File: src/rtl/display_pkg.sv
// Shared constants and seven-segment encoding for the display scanner.
package display_pkg;

  localparam int          DIGIT_COUNT = 4;
  localparam int          INDEX_W     = $clog2(DIGIT_COUNT);
  localparam logic [3:0]  ANODE_OFF   = 4'hF;
  localparam logic [6:0]  SEG_OFF     = 7'h7F;

  // Active-low {g,f,e,d,c,b,a} pattern for a hex nibble.
  function automatic logic [6:0] hex_to_seg(input logic [3:0] nibble);
    logic [6:0] seg;
    case (nibble)
      4'h0:    seg = 7'h40;
      4'h1:    seg = 7'h79;
      4'h2:    seg = 7'h24;
      4'h3:    seg = 7'h30;
      4'h4:    seg = 7'h19;
      4'h5:    seg = 7'h12;
      4'h6:    seg = 7'h02;
      4'h7:    seg = 7'h78;
      4'h8:    seg = 7'h00;
      4'h9:    seg = 7'h10;
      4'hA:    seg = 7'h08;
      4'hB:    seg = 7'h03;
      4'hC:    seg = 7'h46;
      4'hD:    seg = 7'h21;
      4'hE:    seg = 7'h06;
      4'hF:    seg = 7'h0E;
      default: seg = SEG_OFF;
    endcase
    return seg;
  endfunction

endpackage

File: src/rtl/display_scanner_prescaler.sv
// Digit-slot prescaler: counts 0..REFRESH_DIVISOR-1 and flags the terminal count.
module refresh_prescaler #(
  parameter int REFRESH_DIVISOR = 100000
) (
  input  logic clock,
  input  logic reset_n,
  output logic slot_end
);

  localparam int             CNT_W    = $clog2(REFRESH_DIVISOR);
  localparam logic [CNT_W-1:0] TERMINAL = CNT_W'(REFRESH_DIVISOR - 1);

  logic [CNT_W-1:0] count_r;

  assign slot_end = (count_r == TERMINAL);

  // Free-running slot counter, wraps to zero after the terminal count.
  always_ff @(posedge clock or negedge reset_n) begin
    if (!reset_n) begin
      count_r <= '0;
    end else if (slot_end) begin
      count_r <= '0;
    end else begin
      count_r <= count_r + CNT_W'(1);
    end
  end

endmodule

File: src/rtl/display_scanner.sv
// Four-digit multiplexed seven-segment driver with frame-aligned word commit.
// Optional leading-zero blanking is enabled by defining DISPLAY_SCANNER_BLANK_EN.
module display_scanner
  import display_pkg::*;
#(
  parameter int REFRESH_DIVISOR = 100000
) (
  input  logic        clock,
  input  logic        reset_n,
  input  logic [15:0] data,
  input  logic        ready,
  output logic [3:0]  anode,
  output logic [6:0]  segment,
  output logic        frame_tick
);

  logic                   slot_end_s;
  logic                   wrap_s;
  logic [INDEX_W-1:0]     index_r;
  logic [15:0]            shadow_r;
  logic [15:0]            display_r;
  logic                   pending_r;
  logic                   wrap_d_r;
  logic [3:0]             nibble_s;
  logic [DIGIT_COUNT-1:0] blank_s;
  logic [3:0]             anode_next_s;
  logic [6:0]             segment_next_s;

  refresh_prescaler #(
    .REFRESH_DIVISOR(REFRESH_DIVISOR)
  ) u_prescaler (
    .clock    (clock),
    .reset_n  (reset_n),
    .slot_end (slot_end_s)
  );

  assign wrap_s = slot_end_s && (index_r == INDEX_W'(DIGIT_COUNT - 1));

  // Digit index advances once per slot.
  always_ff @(posedge clock or negedge reset_n) begin
    if (!reset_n) begin
      index_r <= '0;
    end else if (slot_end_s) begin
      index_r <= index_r + INDEX_W'(1);
    end else begin
      index_r <= index_r;
    end
  end

  // Shadow capture and frame-boundary commit; a word arriving on the wrap bypasses the shadow.
  always_ff @(posedge clock or negedge reset_n) begin
    if (!reset_n) begin
      shadow_r  <= 16'h0000;
      display_r <= 16'h0000;
      pending_r <= 1'b0;
    end else begin
      if (ready) begin
        shadow_r <= data;
      end else begin
        shadow_r <= shadow_r;
      end
      if (wrap_s) begin
        pending_r <= 1'b0;
        if (ready) begin
          display_r <= data;
        end else if (pending_r) begin
          display_r <= shadow_r;
        end else begin
          display_r <= display_r;
        end
      end else begin
        display_r <= display_r;
        pending_r <= ready ? 1'b1 : pending_r;
      end
    end
  end

  // Select the nibble for the current slot and decide whether it is blanked.
  always_comb begin
    nibble_s = 4'h0;
    blank_s  = '0;
    case (index_r)
      2'd0:    nibble_s = display_r[3:0];
      2'd1:    nibble_s = display_r[7:4];
      2'd2:    nibble_s = display_r[11:8];
      2'd3:    nibble_s = display_r[15:12];
      default: nibble_s = 4'h0;
    endcase
`ifdef DISPLAY_SCANNER_BLANK_EN
    blank_s[3] = (display_r[15:12] == 4'h0);
    blank_s[2] = blank_s[3] && (display_r[11:8] == 4'h0);
    blank_s[1] = blank_s[2] && (display_r[7:4] == 4'h0);
    blank_s[0] = 1'b0;
`else
    blank_s = '0;
`endif
    if (blank_s[index_r]) begin
      anode_next_s   = ANODE_OFF;
      segment_next_s = SEG_OFF;
    end else begin
      anode_next_s   = ANODE_OFF & ~(4'b0001 << index_r);
      segment_next_s = hex_to_seg(nibble_s);
    end
  end

  // Registered pad drivers; frame_tick is delayed to line up with the index-0 anode.
  always_ff @(posedge clock or negedge reset_n) begin
    if (!reset_n) begin
      anode      <= ANODE_OFF;
      segment    <= SEG_OFF;
      wrap_d_r   <= 1'b0;
      frame_tick <= 1'b0;
    end else begin
      anode      <= anode_next_s;
      segment    <= segment_next_s;
      wrap_d_r   <= wrap_s;
      frame_tick <= wrap_d_r;
    end
  end

endmodule

File: config.mk
export PLATFORM = sky130hd
export DESIGN_NAME = display_scanner
export DESIGN_NICKNAME = d
export VERILOG_FILES = /design/src/rtl/display_pkg.sv /design/src/rtl/display_scanner_prescaler.sv /design/src/rtl/display_scanner.sv
export SDC_FILE = /design/constraint.sdc
export NUM_CORES = 1
export LEC_CHECK = 0
export CAP_MARGIN = 20
export CORE_MARGIN = 2
export CORE_UTILIZATION = 35
export DETAILED_ROUTE_END_ITERATION = 8
export SYNTH_ARGS = -nofsm -noshare
export SYNTH_HDL_FRONTEND = slang
export SYNTH_SLANG_ARGS = --single-unit
File: constraint.sdc
create_clock -name clock -period 7 [get_ports clock]
set_input_delay 1.4 -clock clock [delete_from_list [all_inputs] [get_ports clock]]
set_output_delay 1.4 -clock clock [all_outputs]
set_load 0.03 [all_outputs]
==> impl_metrics.json <==
{
  "drtPass1Iterations": 4,
  "h-tree-depth": 3,
  "start_util_pct": 35.9,
  "post-route-util_pct": 43.0,
  "wl_met1_mm": 2.55,
  "drc_errors": 0,
  "drtIter0Drc": 77,
  "maxCapViolations": 0,
  "holdPathStages": 0,
  "grt_setup_unrepaired": "no",
  "cp_max_fo": 17,
  "powerDensity_nw_per_um2": 209,
  "drive_gt1_share_pct": 20.9,
  "antenna_found_initial": 0,
  "min_to": "frame_tick$_DFF_PN0_",
  "final_common_cell": "dfrtp_1",
  "holdWs_ns": 0.366,
  "critPathKind": "input pin to flip-flop",
  "r2r_end": "display_r[3]$_DFFE_PN0P_",
  "yosysWarnings": 0,
  "r2r_slack_ns": 4.25,
  "worst_ep_arrival_time_ns": 3.66,
  "relSlewSlack_pct": 42.6,
  "hold_class": "flip-flop to flip-flop",
  "place_inst": 357,
  "gp_congestion": 0.789,
  "synth_cells": 227,
  "track_usage_pct": 12.5,
  "die_y_um": 95.6,
  "cts_setup_buffers": 0,
  "synthArstFlopShare_pct": 100,
  "via_per_inst": 4.75,
  "syn_area_per_cell_sq_um": 12.9,
  "required_ns": 7.20,
  "grt_max_degree": 66,
  "finalHoldViolCount": 0,
  "ys_seq_area_share_pct": 55.8,
  "grt_pass1_wl_mm": 8.55,
  "instances_no_fill": 373,
  "cts_resized": 0,
  "period_share_pct": 49.4,
  "drt.antenna.violating_nets": 0,
  "final_cell_mix": "dfrtp_1 (54), clkdlybuf4s50_1 (29), mux2_2 (18)",
  "setup_tns_ns": 0,
  "skew_ns": 0.00926,
  "slew_viol_final": 0,
  "core_area_sq_um": 8180,
  "syn_nets": 258,
  "drt_wl_total_mm": 5.02,
  "wl_per_cell_um": 13.5,
  "hpwlAfterDp_mm": 3.48,
  "ys_types": 33,
  "clockRootBuffer": "clkbuf_8",
  "die_w_um": 95.6,
  "clk_path_buf_depth": 2,
  "setup_violations": 0,
  "status": "finished clean",
  "synth_ff_type": "dfrtp_1",
  "cts-buffers-inserted": 9,
  "n_antenna_cell": 0,
  "wl_met2_mm": 2.19,
  "wl_met3_um": 209,
  "nFillCells": 777,
  "final_nets": 294,
  "areaGrowthSynthToFinish_pct": 19.5,
  "tightest_slew_ns": 0.861,
  "portBuffers": 30,
  "min_from": "wrap_d_r$_DFF_PN0_",
  "yosys_register_bits": 65,
  "power_leakage_nw": 1.57,
  "rows": 33,
  "startpoint_type": "input pin",
  "die_area_sq_um": 9140,
  "grt-ovfl-total": 0,
  "r2r_cells": 4,
  "ioPinCount": 31,
  "min_period_ns": 3.46,
  "max_freq_ghz": 0.289,
  "cts_hold_buffers": 0,
  "clk_pin_slew_ns": 0.06,
  "grt_pass1_vias": 1704,
  "cp-end-kind": "flip-flop",
  "num_vias": 1770,
  "max-vdd-ir-drop_v": 0.0000707,
  "clock_sinks": 65,
  "tritoncts": "yes",
  "rr_startpoint": "u_prescaler.count_r[13]$_DFF_PN0_",
  "synth-edff-count": 0,
  "route.top_layer_used": "met4",
  "syn_area_sq_um": 2940,
  "clk_latency_ns": 0.33
}
==> worst max-delay path, stage by stage <==
cell	delay, ns
clkdlybuf4s50_1	0.97
nor2_1	0.13
or3_1	0.70
mux2_1	0.45
==> synthesized netlist by cell type, types with 2 or more instances <==
library cell / n / area share (%)
inv_1: 17 / 2.2
a222oi_1: 3 / 1.0
buf_6: 2 / 0.77
and3_1: 2 / 0.43
o22ai_1: 4 / 0.85
nand3_1: 6 / 1.0
mux2_4: 10 / 5.1
mux2_1: 6 / 2.3
nand4_1: 2 / 0.43
or3_1: 3 / 0.64
dfrtp_1: 54 / 46
mux2i_1: 10 / 3.4
clkbuf_1: 6 / 0.77
o31ai_1: 2 / 0.51
dfstp_2: 11 / 9.8
mux2_2: 18 / 6.9
a21oi_1: 2 / 0.34
and2_1: 2 / 0.43
nand2_1: 10 / 1.3
nor2_1: 13 / 1.7
xor2_1: 6 / 1.8
or4_1: 4 / 1.0
xnor2_1: 9 / 2.7
ha_1: 12 / 5.1
nor4_1: 2 / 0.43
o21ai_0: 2 / 0.34
nor3_1: 2 / 0.34
nand4bb_1: 2 / 0.77
==> worst max-delay path by stage <==
stage	startpoint	to	slack [ns]	depth (start not counted)
floorplan	ready	display_r[10]$_DFFE_PN0P_	4.22	4
global placement	ready	display_r[4]$_DFFE_PN0P_	3.20	4
detailed placement	ready	display_r[3]$_DFFE_PN0P_	3.12	4
CTS	ready	display_r[3]$_DFFE_PN0P_	3.48	4
global route	ready	display_r[3]$_DFFE_PN0P_	3.34	4
finish	ready	display_r[3]$_DFFE_PN0P_	3.54	4
==> flip-flops by register name, summed over array words and instances (netlist names) <==
| name | flops |
|---|---|
| shadow_r | 16 |
| u_prescaler.count_r | 17 |
| frame_tick | 1 |
| wrap_d_r | 1 |
| segment | 7 |
| display_r | 16 |
| index_r | 2 |
| anode | 4 |
| pending_r | 1 |
==> power by group <==
part / total, mW / internal (mW) / switching [mW]
registers: 0.398 / 0.393 / 0.00472
logic: 0.0586 / 0.0303 / 0.0284
clock network: 0.276 / 0.149 / 0.127
total: 0.732 / 0.572 / 0.160
==> final cells by class <==
| type | instances | area, sq um | area share (%) |
|---|---|---|---|
| flip-flops and latches | 65 | 1640 | 46.7 |
| repair buffers | 33 | 318 | 9.05 |
| well taps | 105 | 131 | 3.74 |
| inverters | 17 | 63.8 | 1.82 |
| clock buffers | 16 | 170 | 4.85 |
| multi-input cells | 137 | 1190 | 33.8 |
==> per-stage QoR <==
stage | setup slack (ns) | total power [mW] | instance area (sq um)
6_report | 3.54 | 0.732 | 3510
5_1_grt | 3.34 | 0.772 | 3510
4_1_cts | 3.48 | 0.745 | 3510
3_5_place_dp | 3.12 | 0.465 | 3340
3_3_place_gp | 3.20 | 0.463 | 3340
2_1_floorplan | 4.22 | 0.435 | 2940
==> kinds of logic (layout without fill, tap and decap cells) <==
logic type / count (synthesis) / count (layout) / synth area share, %
buf+inv: 25 / 66 / 3.71
compound gates: 15 / 15 / 3.66
flops: 65 / 65 / 55.8
fa+ha+maj: 12 / 12 / 5.11
xor+xnor: 15 / 15 / 4.47
mux: 44 / 44 / 17.7
simple gates: 51 / 51 / 9.50
==> per-layer routing <==
layer  GRT usage, %  vias up
met1           17.4      873
met2           17.5       33
met4           5.36        0
met5              0        -
met3           4.58        6
li1               -      858
(Power assumes the default switching activity.)
